`src/rtl/multicycle_control_if.sv`:
```
// Control bundle between the multi-cycle sequencer and the MIPS-lite datapath.
// The master modport is the sequencer side; the slave modport is the datapath side.
interface multicycle_control_if #(
    parameter int OPW = 6
);
    logic [OPW-1:0] opcode;
    logic           mem_ready;
    logic           irwrite;
    logic           pcwrite;
    logic           branch_en;
    logic           iord;
    logic           memread;
    logic           memwrite;
    logic           memtoreg;
    logic           regdest;
    logic           regwrite;
    logic           alusrca;
    logic [1:0]     alusrcb;
    logic [1:0]     aluop;
    logic [1:0]     pcsrc;
    logic [2:0]     bj;
    logic           instr_done;
    logic           bus_err;
    logic [3:0]     state;

    modport master (
        input  opcode, mem_ready,
        output irwrite, pcwrite, branch_en, iord, memread, memwrite, memtoreg,
               regdest, regwrite, alusrca, alusrcb, aluop, pcsrc, bj,
               instr_done, bus_err, state
    );

    modport slave (
        output opcode, mem_ready,
        input  irwrite, pcwrite, branch_en, iord, memread, memwrite, memtoreg,
               regdest, regwrite, alusrca, alusrcb, aluop, pcsrc, bj,
               instr_done, bus_err, state
    );
endinterface

```
`src/rtl/multicycle_control.sv`:
```
// Multi-cycle sequencer for the MIPS-lite datapath with a shared, variable
// latency memory port. Every memory access is bounded by MEM_TIMEOUT wait
// cycles; an expired access pulses bus_err and restarts at FETCH.
// Optional macro MC_ILLEGAL_TRAP_EN: an illegal opcode parks the FSM in TRAP
// (adds the trap output); otherwise an illegal opcode completes as a NOP.
//
// state       | meaning
// ------------+------------------------------------------------------------
// FETCH  (0)  | read instruction at PC, load IR and PC+4 on mem_ready
// DECODE (1)  | latch opcode, precompute branch target into ALUOut
// MEMADR (2)  | compute effective address rs + imm
// MEMRD  (3)  | load data read at ALUOut
// MEMWB  (4)  | write MDR into rt
// MEMWR  (5)  | store rt at ALUOut
// EXEC   (6)  | R-format / nori ALU operation
// ALUWB  (7)  | write ALUOut into rd (R-format) or rt (nori)
// BRANCH (8)  | compare and conditionally load PC with ALUOut
// JUMP   (9)  | load PC with jump target
// JSPAL  (10) | push return address to memory, then jump
// TRAP   (11) | illegal opcode trap, left only by reset
module multicycle_control #(
    parameter int OPW         = 6,
    parameter int MEM_TIMEOUT = 15
) (
    input  logic                   clk,
    input  logic                   reset,
    multicycle_control_if.master   bus
`ifdef MC_ILLEGAL_TRAP_EN
    ,
    output logic                   trap
`endif
);

    localparam logic [OPW-1:0] OP_RFORMAT = OPW'(6'b000000);
    localparam logic [OPW-1:0] OP_LW      = OPW'(6'b100011);
    localparam logic [OPW-1:0] OP_SW      = OPW'(6'b101011);
    localparam logic [OPW-1:0] OP_BEQ     = OPW'(6'b000100);
    localparam logic [OPW-1:0] OP_BLTZ    = OPW'(6'b000001);
    localparam logic [OPW-1:0] OP_NORI    = OPW'(6'b001101);
    localparam logic [OPW-1:0] OP_BZ      = OPW'(6'b011000);
    localparam logic [OPW-1:0] OP_JSPAL   = OPW'(6'b010011);
    localparam logic [OPW-1:0] OP_J       = OPW'(6'b000010);

    typedef enum logic [3:0] {
        S_FETCH  = 4'd0,
        S_DECODE = 4'd1,
        S_MEMADR = 4'd2,
        S_MEMRD  = 4'd3,
        S_MEMWB  = 4'd4,
        S_MEMWR  = 4'd5,
        S_EXEC   = 4'd6,
        S_ALUWB  = 4'd7,
        S_BRANCH = 4'd8,
        S_JUMP   = 4'd9,
        S_JSPAL  = 4'd10,
        S_TRAP   = 4'd11
    } state_t;

    state_t         state_q;
    state_t         state_d;
    logic [OPW-1:0] op_q;
    logic [7:0]     wait_q;
    logic           mem_state;
    logic           timeout;
    logic           stay;

    logic       irwrite, pcwrite, branch_en, iord, memread, memwrite;
    logic       memtoreg, regdest, regwrite, alusrca, instr_done, bus_err;
    logic       trap_d;
    logic [1:0] alusrcb, aluop, pcsrc;
    logic [2:0] bj;

    assign mem_state = (state_q == S_FETCH) || (state_q == S_MEMRD) ||
                       (state_q == S_MEMWR) || (state_q == S_JSPAL);
    // A handshake in the timeout cycle still completes the access.
    assign timeout   = mem_state && !bus.mem_ready && (wait_q == 8'(MEM_TIMEOUT));
    assign stay      = mem_state && !bus.mem_ready && !timeout;

    // State register.
    always_ff @(posedge clk or posedge reset) begin
        if (reset) state_q <= S_FETCH;
        else       state_q <= state_d;
    end

    // Wait counter: counts stalled cycles, cleared whenever a memory state is (re)entered.
    always_ff @(posedge clk or posedge reset) begin
        if (reset)     wait_q <= 8'd0;
        else if (stay) wait_q <= wait_q + 8'd1;
        else           wait_q <= 8'd0;
    end

    // Opcode latch: captured on the edge that leaves DECODE, stable for the rest of the instruction.
    always_ff @(posedge clk or posedge reset) begin
        if (reset)                   op_q <= '0;
        else if (state_q == S_DECODE) op_q <= bus.opcode;
    end

    // Next-state and control decode; all strobes are forced low while reset is held.
    always_comb begin
        state_d    = state_q;
        irwrite    = 1'b0;
        pcwrite    = 1'b0;
        branch_en  = 1'b0;
        iord       = 1'b0;
        memread    = 1'b0;
        memwrite   = 1'b0;
        memtoreg   = 1'b0;
        regdest    = 1'b0;
        regwrite   = 1'b0;
        alusrca    = 1'b0;
        alusrcb    = 2'b00;
        aluop      = 2'b00;
        pcsrc      = 2'b00;
        bj         = 3'b000;
        instr_done = 1'b0;
        bus_err    = 1'b0;
        trap_d     = 1'b0;
        case (state_q)
            S_FETCH: begin
                memread = 1'b1;
                alusrcb = 2'b01;
                if (bus.mem_ready) begin
                    irwrite = 1'b1;
                    pcwrite = 1'b1;
                    state_d = S_DECODE;
                end else if (timeout) begin
                    bus_err = 1'b1;
                    state_d = S_FETCH;
                end
            end
            S_DECODE: begin
                alusrcb = 2'b11;
                case (bus.opcode)
                    OP_LW, OP_SW:             state_d = S_MEMADR;
                    OP_RFORMAT, OP_NORI:      state_d = S_EXEC;
                    OP_BEQ, OP_BLTZ, OP_BZ:   state_d = S_BRANCH;
                    OP_J:                     state_d = S_JUMP;
                    OP_JSPAL:                 state_d = S_JSPAL;
                    default: begin
`ifdef MC_ILLEGAL_TRAP_EN
                        state_d = S_TRAP;
`else
                        instr_done = 1'b1;
                        state_d    = S_FETCH;
`endif
                    end
                endcase
            end
            S_MEMADR: begin
                alusrca = 1'b1;
                alusrcb = 2'b10;
                state_d = (op_q == OP_LW) ? S_MEMRD : S_MEMWR;
            end
            S_MEMRD: begin
                memread = 1'b1;
                iord    = 1'b1;
                if (bus.mem_ready) begin
                    state_d = S_MEMWB;
                end else if (timeout) begin
                    bus_err = 1'b1;
                    state_d = S_FETCH;
                end
            end
            S_MEMWB: begin
                regwrite   = 1'b1;
                memtoreg   = 1'b1;
                instr_done = 1'b1;
                state_d    = S_FETCH;
            end
            S_MEMWR: begin
                memwrite = 1'b1;
                iord     = 1'b1;
                if (bus.mem_ready) begin
                    instr_done = 1'b1;
                    state_d    = S_FETCH;
                end else if (timeout) begin
                    bus_err = 1'b1;
                    state_d = S_FETCH;
                end
            end
            S_EXEC: begin
                alusrca = 1'b1;
                if (op_q == OP_RFORMAT) begin
                    alusrcb = 2'b00;
                    aluop   = 2'b10;
                end else begin
                    alusrcb = 2'b10;
                    aluop   = 2'b11;
                end
                state_d = S_ALUWB;
            end
            S_ALUWB: begin
                regwrite   = 1'b1;
                regdest    = (op_q == OP_RFORMAT);
                aluop      = (op_q == OP_RFORMAT) ? 2'b10 : 2'b11;
                instr_done = 1'b1;
                state_d    = S_FETCH;
            end
            S_BRANCH: begin
                alusrca    = 1'b1;
                aluop      = 2'b01;
                branch_en  = 1'b1;
                pcsrc      = 2'b01;
                instr_done = 1'b1;
                case (op_q)
                    OP_BLTZ: bj = 3'b101;
                    OP_BZ:   bj = 3'b001;
                    OP_BEQ:  bj = 3'b110;
                    default: bj = 3'b000;
                endcase
                state_d = S_FETCH;
            end
            S_JUMP: begin
                pcwrite    = 1'b1;
                pcsrc      = 2'b10;
                bj         = 3'b010;
                instr_done = 1'b1;
                state_d    = S_FETCH;
            end
            S_JSPAL: begin
                memwrite = 1'b1;
                iord     = 1'b1;
                bj       = 3'b011;
                if (bus.mem_ready) begin
                    pcwrite    = 1'b1;
                    pcsrc      = 2'b10;
                    instr_done = 1'b1;
                    state_d    = S_FETCH;
                end else if (timeout) begin
                    bus_err = 1'b1;
                    state_d = S_FETCH;
                end
            end
`ifdef MC_ILLEGAL_TRAP_EN
            S_TRAP: begin
                trap_d = 1'b1;
            end
`endif
            default: state_d = S_FETCH;
        endcase
        if (reset) begin
            irwrite    = 1'b0;
            pcwrite    = 1'b0;
            branch_en  = 1'b0;
            iord       = 1'b0;
            memread    = 1'b0;
            memwrite   = 1'b0;
            memtoreg   = 1'b0;
            regdest    = 1'b0;
            regwrite   = 1'b0;
            alusrca    = 1'b0;
            alusrcb    = 2'b00;
            aluop      = 2'b00;
            pcsrc      = 2'b00;
            bj         = 3'b000;
            instr_done = 1'b0;
            bus_err    = 1'b0;
            trap_d     = 1'b0;
        end
    end

    assign bus.irwrite    = irwrite;
    assign bus.pcwrite    = pcwrite;
    assign bus.branch_en  = branch_en;
    assign bus.iord       = iord;
    assign bus.memread    = memread;
    assign bus.memwrite   = memwrite;
    assign bus.memtoreg   = memtoreg;
    assign bus.regdest    = regdest;
    assign bus.regwrite   = regwrite;
    assign bus.alusrca    = alusrca;
    assign bus.alusrcb    = alusrcb;
    assign bus.aluop      = aluop;
    assign bus.pcsrc      = pcsrc;
    assign bus.bj         = bj;
    assign bus.instr_done = instr_done;
    assign bus.bus_err    = bus_err;
    assign bus.state      = state_q;
`ifdef MC_ILLEGAL_TRAP_EN
    assign trap           = trap_d;
`endif

endmodule

```
`src/flat_wrapper.sv`:
```
// flat-port wrapper written by rule: the top's interface ports become plain ports
module multicycle_control_flat 
#(
    parameter int OPW         = 6,
    parameter int MEM_TIMEOUT = 15
)
  (clk, reset, bus_opcode, bus_mem_ready, bus_irwrite, bus_pcwrite, bus_branch_en, bus_iord, bus_memread, bus_memwrite, bus_memtoreg, bus_regdest, bus_regwrite, bus_alusrca, bus_alusrcb, bus_aluop, bus_pcsrc, bus_bj, bus_instr_done, bus_bus_err, bus_state);
  multicycle_control_if #(.OPW(OPW)) bus_i ();
  input  logic clk;
  input  logic reset;
  input wire logic [$bits(bus_i.opcode)-1:0] bus_opcode;
  input wire logic [$bits(bus_i.mem_ready)-1:0] bus_mem_ready;
  output wire logic [$bits(bus_i.irwrite)-1:0] bus_irwrite;
  output wire logic [$bits(bus_i.pcwrite)-1:0] bus_pcwrite;
  output wire logic [$bits(bus_i.branch_en)-1:0] bus_branch_en;
  output wire logic [$bits(bus_i.iord)-1:0] bus_iord;
  output wire logic [$bits(bus_i.memread)-1:0] bus_memread;
  output wire logic [$bits(bus_i.memwrite)-1:0] bus_memwrite;
  output wire logic [$bits(bus_i.memtoreg)-1:0] bus_memtoreg;
  output wire logic [$bits(bus_i.regdest)-1:0] bus_regdest;
  output wire logic [$bits(bus_i.regwrite)-1:0] bus_regwrite;
  output wire logic [$bits(bus_i.alusrca)-1:0] bus_alusrca;
  output wire logic [$bits(bus_i.alusrcb)-1:0] bus_alusrcb;
  output wire logic [$bits(bus_i.aluop)-1:0] bus_aluop;
  output wire logic [$bits(bus_i.pcsrc)-1:0] bus_pcsrc;
  output wire logic [$bits(bus_i.bj)-1:0] bus_bj;
  output wire logic [$bits(bus_i.instr_done)-1:0] bus_instr_done;
  output wire logic [$bits(bus_i.bus_err)-1:0] bus_bus_err;
  output wire logic [$bits(bus_i.state)-1:0] bus_state;
  assign bus_i.opcode = bus_opcode;
  assign bus_i.mem_ready = bus_mem_ready;
  assign bus_irwrite = bus_i.irwrite;
  assign bus_pcwrite = bus_i.pcwrite;
  assign bus_branch_en = bus_i.branch_en;
  assign bus_iord = bus_i.iord;
  assign bus_memread = bus_i.memread;
  assign bus_memwrite = bus_i.memwrite;
  assign bus_memtoreg = bus_i.memtoreg;
  assign bus_regdest = bus_i.regdest;
  assign bus_regwrite = bus_i.regwrite;
  assign bus_alusrca = bus_i.alusrca;
  assign bus_alusrcb = bus_i.alusrcb;
  assign bus_aluop = bus_i.aluop;
  assign bus_pcsrc = bus_i.pcsrc;
  assign bus_bj = bus_i.bj;
  assign bus_instr_done = bus_i.instr_done;
  assign bus_bus_err = bus_i.bus_err;
  assign bus_state = bus_i.state;
  multicycle_control #(.OPW(OPW), .MEM_TIMEOUT(MEM_TIMEOUT)) u_core (.clk(clk), .reset(reset), .bus(bus_i));
endmodule
```
`config.mk`:
```
export PLATFORM = sky130hd
export DESIGN_NAME = multicycle_control_flat
export DESIGN_NICKNAME = d
export VERILOG_FILES = /design/src/rtl/multicycle_control_if.sv /design/src/rtl/multicycle_control.sv /design/src/flat_wrapper.sv
export SDC_FILE = /design/constraint.sdc
export NUM_CORES = 1
export LEC_CHECK = 0
export CELL_PAD_IN_SITES_DETAIL_PLACEMENT = 2
export CELL_PAD_IN_SITES_GLOBAL_PLACEMENT = 2
export CORE_MARGIN = 4
export CORE_UTILIZATION = 30
export CTS_CLUSTER_SIZE = 12
export DETAILED_ROUTE_END_ITERATION = 8
export MAX_ROUTING_LAYER = met4
export PLACE_DENSITY_LB_ADDON = 0.1
export SETUP_SLACK_MARGIN = 0.1
export SLEW_MARGIN = 20
export SYNTH_ARGS = -nofsm -noshare
export SYNTH_HDL_FRONTEND = slang
export SYNTH_SLANG_ARGS = --single-unit
```
`constraint.sdc`:
```
create_clock -name clk -period 2.9 [get_ports clk]
set_input_delay 0.29 -clock clk [delete_from_list [all_inputs] [get_ports clk]]
set_output_delay 0.29 -clock clk [all_outputs]
set_load 0.005 [all_outputs]
```
Yosys cells after proc, flatten, opt, wreduce, memory -nomap -nowiden
Index checks and enable logic that the tools add are counted.
- output and inout port bits: 25
- bits in latches: 0
- memories: 0
- bits in registers: 18
- memory bits (writable): 0
- bits in read-only memories: 0
- equality and inequality tests: 23
- shift-type cells: 0
- magnitude comparators: 0
- $add $sub $neg: 1
- muxes and demuxes: 48
- bitwise logic cells: 0
- $mul: 0
- div/mod/pow operators: 0
- reduce and logical (&&, ||, !) cells: 24
- operators with widths (cell ; number):
    $mux W1 ; 27
    $pmux W4 S6 ; 1
    $pmux W4 S5 ; 1
    $eq A6 B5 Y1 const B ; 3
    $eq A6 B6 Y1 const B ; 3
    $pmux W3 S3 ; 2
    $eq A4 B3 Y1 const B ; 4
    $mux W4 ; 4
    $reduce_or A2 Y1 ; 7
    $eq A4 B4 Y1 const B ; 3
    $eq A6 B1 Y1 const B ; 2
    $eq A6 B3 Y1 const B ; 2
    $logic_not A6 Y1 ; 2
    $mux W2 ; 5
    $reduce_or A3 Y1 ; 3
    $reduce_or A9 Y1 ; 1
    $add A8 B1 Y8 const B ; 1
    $eq A4 B2 Y1 const B ; 2
    $eq A8 B4 Y1 const B ; 1
    $mux W8 ; 1
    $pmux W2 S4 ; 1
    $reduce_or A4 Y1 ; 2
    $eq A6 B2 Y1 const B ; 1
    $eq A6 B4 Y1 const B ; 1
    10 further kinds ; 16

Depth between registers and ports, before layout
Gate-level depths: netlist of run 1.
- depth in word-level cells: 10
- mapped depth: 6
- depth with buffers taken out: 5

Worst setup path before layout of run 1
No wires, ideal clock.
- path type: reg-to-output
- from: reg u_core.state_q[1] (netlist: u_core.bus.state[1])
- to: out bus_instr_done
- path slack: 1019 ps
- arrival time: 1591 ps
- stages on the path, launching flop included: 7
- path through: dfrtp_1 > buf_6 > nor3b_4 > and2b_1 > buf_6 > or4b_1 > o22ai_1
- cells in the longest elaborated chain, start to end: 4
- elaborated cells between the ends (all ways): 11
- RTL lines (what ; RTL line ; RTL):
    start: declaration ; multicycle_control.sv:59 ; state_t state_q;
    start signal: assignment ; multicycle_control.sv:82 ; else state_q <= state_d;
    $eq A4 B3 Y1 or $eq A4 B4 Y1 (tied branches) ; multicycle_control.sv:118 ; case (state_q)
    $reduce_or A4 Y1 (no line) or $reduce_or A2 Y1 (tied branches) ; - ;
    $pmux W1 S3 (*) ; multicycle_control.sv:118 ;
    $mux W1 (*) ; multicycle_control.sv:241 ; if (reset) begin
    end: declaration ; flat_wrapper.sv:27 ; output wire logic [$bits(bus_i.instr_done)-1:0] bus_instr_done;
Every way passes the cells marked *; elsewhere a longest branch is shown, timed or not.

Final worst setup path of run 1
- from: in bus_opcode[2]
- to: out bus_instr_done
- cells in the longest elaborated chain, start to end: 5
- elaborated cells between the ends (all ways): 13
- RTL lines (what ; RTL line ; RTL):
    start: declaration ; flat_wrapper.sv:11 ; input wire logic [$bits(bus_i.opcode)-1:0] bus_opcode;
    $eq A6 B6 Y1 (tied with other cells) ; multicycle_control.sv:133 ; case (bus.opcode)
    $reduce_or A9 Y1 (no line) (*) ; - ;
    $mux W1 (*) ; multicycle_control.sv:133 ;
    $pmux W1 S3 (*) ; multicycle_control.sv:118 ;
    $mux W1 (*) ; multicycle_control.sv:241 ;
Marked as above.

==> metrics.cfg, run 1 <==
[sta]
maxSlewHeadroom_pct = 61.4
finalSetupTns_ns = 0
finalSetupViolations = 0
fin_skew_ns = 0.00566
finalMaxSlewViolations = 0
finalHoldViolations = 0
rsz0062_at_grt = false
finalCritPeriodShare_pct = 92.4
max_freq_ghz = 0.373
whs_ns = 0.476
tightest_slew_ns = 0.564
fin_crit_ns = 2.68

[hold_path]
hold_class = flop to flop

[grt]
grt_pass1_wl_um = 7780
grt_overflow = 0
antenna_found_initial = 0
grt_pass1_vias = 1455
grt_start_max_net_pins = 19
grt_usage_pct = 16.4

[worst_setup_path]
path_class = primary input to output port
slowest_stage = clkdlybuf4s50_1
crit_path_cell_trace = clkdlybuf4s50_1, or3_1, a2111oi_2, or4b_1, o22ai_1, clkdlybuf4s50_1
max_stage_delay_ns = 0.56
cp-end-kind = output port
crit_path_frequent_cell = clkdlybuf4s50_1
cp.required_ns = 2.61
cp-start-kind = primary input
arrival_ns = 2.39
crit_fanout = 9

[logic_synthesis]
synth_top_cell_by_area = dfrtp_1
synth_area_um2 = 1390
ys_types = 48
synth.area.top_cells = dfrtp_1 (32%), mux2_2 (5.7%), nor2_1 (4.3%), nor3_1 (4.0%), nor4_1 (3.2%)
synth_flop_cell = dfrtp_1
async_flop_share_pct = 100
syn-instance-count = 164
synth_top_area_share_pct = 32.5
yosysSeqAreaShare_pct = 32.5
yosys-top-cells-count = dfrtp_1 (18), nor2_1 (16), nor3_1 (11)
syn_avg_cell_area_um2 = 8.46
syn_nets = 174
synth.most_common_cell = dfrtp_1
ys_warn_count = 0
synth-edff-count = 0
synth_seq_cells = 18

[drt]
dr.pass1.iters = 4
wire_per_inst_um = 18.7
route.met3.wl_um = 142
drt_iter0_markers = 49
num_vias = 1397
post_drt_via_cell_ratio = 5.61
drc = 0
ant_nets = 0
routed_wirelength_um = 4650
wl_met2_um = 2390
wl_met1_um = 2100
top_layer = met4

[pwr]
peakVddDrop_v = 0.000441
power_switching_share_pct = 38.5
powerDensity_nw_per_um2 = 641
p_comb_share_pct = 44.7
seqPwrFrac_pct = 37.9
p_leak_nw = 0.725
p_sw_mw = 0.456
clockPowerShare_pct = 17.4
internal-power_mw = 0.729

[floorplanning]
die_area_um2 = 5780
die_y_um = 76.0
ioPinCount = 34
die_x_um = 76.0
rows = 24
core-area_um2 = 4410
start_util_pct = 31.4

[placed_design]
placed_area_um2 = 1780
place_hpwl_um = 3510
gp_congestion = 0.923
port_buffers = 33

[final_layout]
n_antenna_cell = 0
fill_cells = 501
synthToLayoutAreaGrowth_pct = 33.3
seqCellArea_um2 = 455
drive_gt1_share_pct = 15.2
fin_area_um2 = 1850
multi_input_area_um2 = 855
fin_nets = 208

[clock_network]
clk_pin_slew_ns = 0.07
cts_root_buffer = clkbuf_8
cts_buffers = 3
cts_tree = yes
ctsHtreeMaxLevel = 1
clkSinkCount = 18
clk_path_buf_depth = 2
hold_buffers = 0
clk_latency_ns = 0.25

[outcome]
outcome = completed

[flow_run]
maxCapViolations = 0

==> sequential cells by signal, indices dropped and copies added (netlist names) <==
name,cells
u_core.bus.state,4
u_core.wait_q,8
u_core.op_q,6
==> final timing paths <==
| kind | startpoint | end | slack [ns] | cells past startpoint |
|---|---|---|---|---|
| worst max-delay path | bus_opcode[2] | bus_instr_done | 0.22 | 6 |
| worst min-delay path | u_core.wait_q[0] | u_core.wait_q[0] | 0.48 | 1 |
| worst max register to register | u_core.wait_q[5] | u_core.bus.state[3] | 1.10 | 4 |
| worst min register to register | u_core.wait_q[0] | u_core.wait_q[0] | 0.48 | 1 |
| max in group asynchronous | reset | u_core.bus.state[1] | 2.02 | 4 |
| min in group asynchronous | reset | u_core.op_q[2] | 0.66 | 4 |
==> critical path: cells and delay by family <==
family	cells	cell delay, ns
buffers and inverters	2	1.03
AO/OA/AOI/OAI	2	0.51
AND/OR/NAND/NOR	2	0.57
==> cells in the final DEF (no fill, tap or decap), drive strengths merged, types with 3 or more instances in the layout <==
cell / count
a2111oi: 3
a211oi: 3
a21oi: 7
and3: 3
buf: 8
clkbuf: 4
clkdlybuf4s50: 32
dfrtp: 18
inv: 7
mux2: 7
nand2: 9
nand2b: 5
nand3: 5
nor2: 16
nor2b: 3
nor3: 11
nor4: 7
o22ai: 4
or3: 4
xnor2: 5
xor2: 4
==> per-layer routing <==
layer  vias up  global-route usage, %
met5         -                      -
met3         2                   2.60
met2        24                   27.9
met4         0                   2.67
met1       697                   20.7
li1        674                      -
==> power groups by stage <==
stage	sequential (mW)	combinational [mW]	clock, mW
detailed placement	0.446	0.525	0
finish	0.449	0.530	0.206
CTS	0.444	0.530	0.214
global placement	0.436	0.509	0
floorplan	0.378	0.385	0
global route	0.464	0.582	0.226
==> cell families (layout without fill, tap and decap cells) <==
| group | Yosys count | in the layout | synth area share (%) |
|---|---|---|---|
| xor+xnor | 9 | 9 | 5.68 |
| buf+inv | 19 | 52 | 6.67 |
| simple gates | 78 | 78 | 32.6 |
| compound gates | 32 | 32 | 16.1 |
| fa+ha+maj | 1 | 1 | 0.902 |
| flops | 18 | 18 | 32.5 |
| mux | 7 | 7 | 5.68 |
==> metrics by stage <==
stage | power, mW | setup WS (ns) | cells | utilization, %
3_3_place_gp | 0.945 | 0.246 | 245 | 40.2
3_5_place_dp | 0.971 | 0.161 | 245 | 40.2
4_1_cts | 1.19 | 0.135 | 249 | 41.5
2_1_floorplan | 0.763 | 1.02 | 164 | -
5_1_grt | 1.27 | 0.0940 | 249 | 41.9
6_report | 1.19 | 0.219 | 249 | 41.9
==> repair_timing <==
item	in CTS	in global routing
buffers inserted	0	0
setup endpoints to repair	1	4
gates resized for setup	1	7
==> cell type report <==
class | instances | share of cell area, %
Sequential cell | 18 | 24.6
Clock buffer | 4 | 2.98
Inverter | 7 | 1.42
Timing Repair Buffer | 41 | 21.2
Multi-Input combinational cell | 127 | 46.2
Tap cell | 52 | 3.52
No activity file was read; power rests on OpenSTA's default activity.
==> run 2, diff against run 1 <==
- CELL_PAD_IN_SITES_DETAIL_PLACEMENT: 2 -> unset
- CELL_PAD_IN_SITES_GLOBAL_PLACEMENT: 2 -> unset
- PLACE_DENSITY_LB_ADDON: 0.1 -> unset
- clock period: 2.9 -> 2.7 ns (I/O delays scaled with it)
==> run 2 against run 1 <==
Clock-buffer cell count unchanged. Via count increased by 1.5%. Non-clock buffer count increased by 15. First-iteration DRC count increased by 12%. Critical endpoint is now bus_pcwrite. Highest routed layer unchanged. Global-route usage decreased by 3.3 points. Power increased by 11%. Core utilization increased by 3.5 points.
==> metrics.cfg, run 2 (synthesis results as in run 1) <==
[grt]
grt_pass1_wl_um = 6140  ; was 7780 um
grt_usage_pct = 13.0  ; was 16.4%
grt_start_max_net_pins = 19  ; unchanged
grt_pass1_vias = 1235  ; was 1,455
grt_overflow = 0  ; unchanged
antenna_found_initial = 0  ; unchanged

[pwr]
powerDensity_nw_per_um2 = 659  ; was 641 nW/um^2
peakVddDrop_v = 0.000319  ; was 0.000441 V
p_leak_nw = 0.821  ; was 0.725 nW
total_power_mw = 1.32  ; was 1.19 mW

[worst_setup_path]
crit_path_frequent_cell = buf_4  ; was clkdlybuf4s50_1
path_class = flop to output port  ; was primary input to output port
reg2reg_depth = 5  ; was 4
cp-start-kind = flop  ; was primary input
cp.required_ns = 2.43  ; was 2.61 ns
crit_path_cell_trace = buf_4, buf_4, nor2b_1, a21oi_1, nor3_1, or2_2, clkdlybuf4s50_1  ; was clkdlybuf4s50_1, or3_1, a2111oi_2, or4b_1, o22ai_1, clkdlybuf4s50_1
slowest_stage = dfrtp_2  ; was clkdlybuf4s50_1
crit_fanout = 9  ; unchanged
max_stage_delay_ns = 0.48  ; was 0.56 ns
cp-end-kind = output port  ; unchanged
arrival_ns = 2.23  ; was 2.39 ns

[final_layout]
final_common_cell = clkdlybuf4s50_1  ; unchanged
drive_gt1_share_pct = 23.6  ; was 15.2%
synthToLayoutAreaGrowth_pct = 44.3  ; was 33.3%
fin_util_pct = 45.4  ; was 41.9%
seqCellArea_um2 = 455  ; unchanged
fill_cells = 416  ; was 501
largest_register = u_core.wait_q  ; unchanged
n_antenna_cell = 0  ; unchanged
fin_nets = 223  ; was 208
multi_input_area_um2 = 893  ; was 855 um^2
largest_register_ffs = 8  ; unchanged
final_cell_mix = clkdlybuf4s50_1 (30), buf_4 (22), nor2_1 (15)  ; was clkdlybuf4s50_1 (32), nor2_1 (16), dfrtp_1 (14)

[floorplanning]
die_y_um = 76.0  ; unchanged
ioPinCount = 34  ; unchanged
die_area_um2 = 5780  ; unchanged
rows = 24  ; unchanged
start_util_pct = 31.4  ; unchanged
die_x_um = 76.0  ; unchanged
core-area_um2 = 4410  ; unchanged

[placed_design]
gp_congestion = 0.867  ; was 0.923
place_hpwl_um = 2870  ; was 3510 um
port_buffers = 33  ; unchanged
dpl_worst_slack_ns = -0.0208  ; was 0.161 ns

[drt]
num_vias = 1418  ; was 1,397
wire_per_inst_um = 15.1  ; was 18.7 um
post_drt_via_cell_ratio = 5.37  ; was 5.61
routed_wirelength_um = 3990  ; was 4650 um
dr.pass1.iters = 4  ; unchanged
ant_nets = 0  ; unchanged
drt_iter0_markers = 55  ; was 49
drc = 0  ; unchanged

[hold_path]
hold_class = flop to flop  ; unchanged
hold_depth = 1  ; unchanged

[flow_run]
maxCapViolations = 0  ; unchanged

[clock_network]
cts_root_buffer = clkbuf_8  ; unchanged
cts_tree = yes  ; unchanged
clkSinkCount = 18  ; unchanged
cts_buffers = 3  ; unchanged
clk_pin_slew_ns = 0.07  ; about the same
clk_latency_ns = 0.26  ; was 0.25 ns
ctsHtreeMaxLevel = 1  ; unchanged
clk_path_buf_depth = 2  ; unchanged

[sta]
setup_ws_ns = 0.200  ; was 0.219 ns
finalSetupViolations = 0  ; unchanged
maxSlewHeadroom_pct = 66.2  ; was 61.4%
finalMaxSlewViolations = 0  ; unchanged
rsz0062_at_grt = true  ; was false
max_freq_ghz = 0.400
fin_crit_ns = 2.50
tightest_slew_ns = 0.494  ; was 0.564 ns
finalHoldViolations = 0  ; unchanged
fin_skew_ns = 0.00538  ; was 0.00566 ns
finalCritPeriodShare_pct = 92.6

[outcome]
outcome = completed  ; unchanged

run 2: cell count changes in the layout (fill, tap and decap cells not counted), moves of 2 or more:
cell / before / now
buf_4: 8 / 22
clkdlybuf4s50_1: 32 / 30
dlygate4sd2_1: 0 / 2
nor4_1: 7 / 5
nor4_2: 0 / 2
run 2: through the flow:
| stage | TNS (ns) | area (um^2) | std cells | hold slack, ns |
|---|---|---|---|---|
| after floorplan | 0 | 1390 | 164 | 0.217 |
| after global placement | 0 | 1830 | 252 | 0.454 |
| after detailed placement | -0.0208 | 1830 | 252 | 0.470 |
| after CTS | 0 | 1890 | 256 | 0.475 |
| after global routing | 0 | 2000 | 264 | 0.482 |
| final | 0 | 2000 | 264 | 0.481 |
run 2: per-layer routing:
metal  GRT usage [%]  vias to the layer above  part of all wire, %
li1                -                      700                    -
met4            4.80                        0                 0.90
met1            18.0                      675                   46
met3            2.60                        4                  5.0
met2            18.8                       39                   48
met5               -                        -                    0
run 2: worst paths after layout:
check                                         start             endpoint  slack (ns)
min in group asynchronous                     reset  u_core.bus.state[0]        0.60
max in group asynchronous                     reset  u_core.bus.state[2]        1.88
worst max register to register     u_core.wait_q[0]  u_core.bus.state[3]        1.05
worst min-delay path               u_core.wait_q[0]     u_core.wait_q[0]        0.48
worst min register to register     u_core.wait_q[0]     u_core.wait_q[0]        0.48
worst max-delay path            u_core.bus.state[0]          bus_pcwrite        0.20
run 2: timing repair:
item	4_1_cts	5_1_grt
endpoints found under the setup margin	4	4
hold buffers	0	0
resized for setup	6	12
hold endpoints to repair	0	0
pin swaps	0	1
buffers inserted	0	8
run 2: worst max-delay path, delay by kind of cell, from the launching register on:
family / cells / cell delay [ns]
and+or+nand+nor: 3 / 0.59
AOI/OAI and AO/OA: 1 / 0.12
buffers and inverters: 3 / 0.79
DFF: 1 / 0.48
run 2: final cells by class:
type | count | area share, %
clock buffers | 4 | 2.75
repair buffers | 56 | 25.3
multi-input cells | 127 | 44.6
flip-flops and latches | 18 | 22.8
well taps | 52 | 3.25
inverters | 7 | 1.31
run 2: where the power goes:
group	switching (mW)	internal [mW]	leakage (nW)
Sequential	0.106	0.343	0.229
Clock	0.0956	0.130	0.0288
Combinational	0.277	0.368	0.564
Total	0.479	0.840	0.821
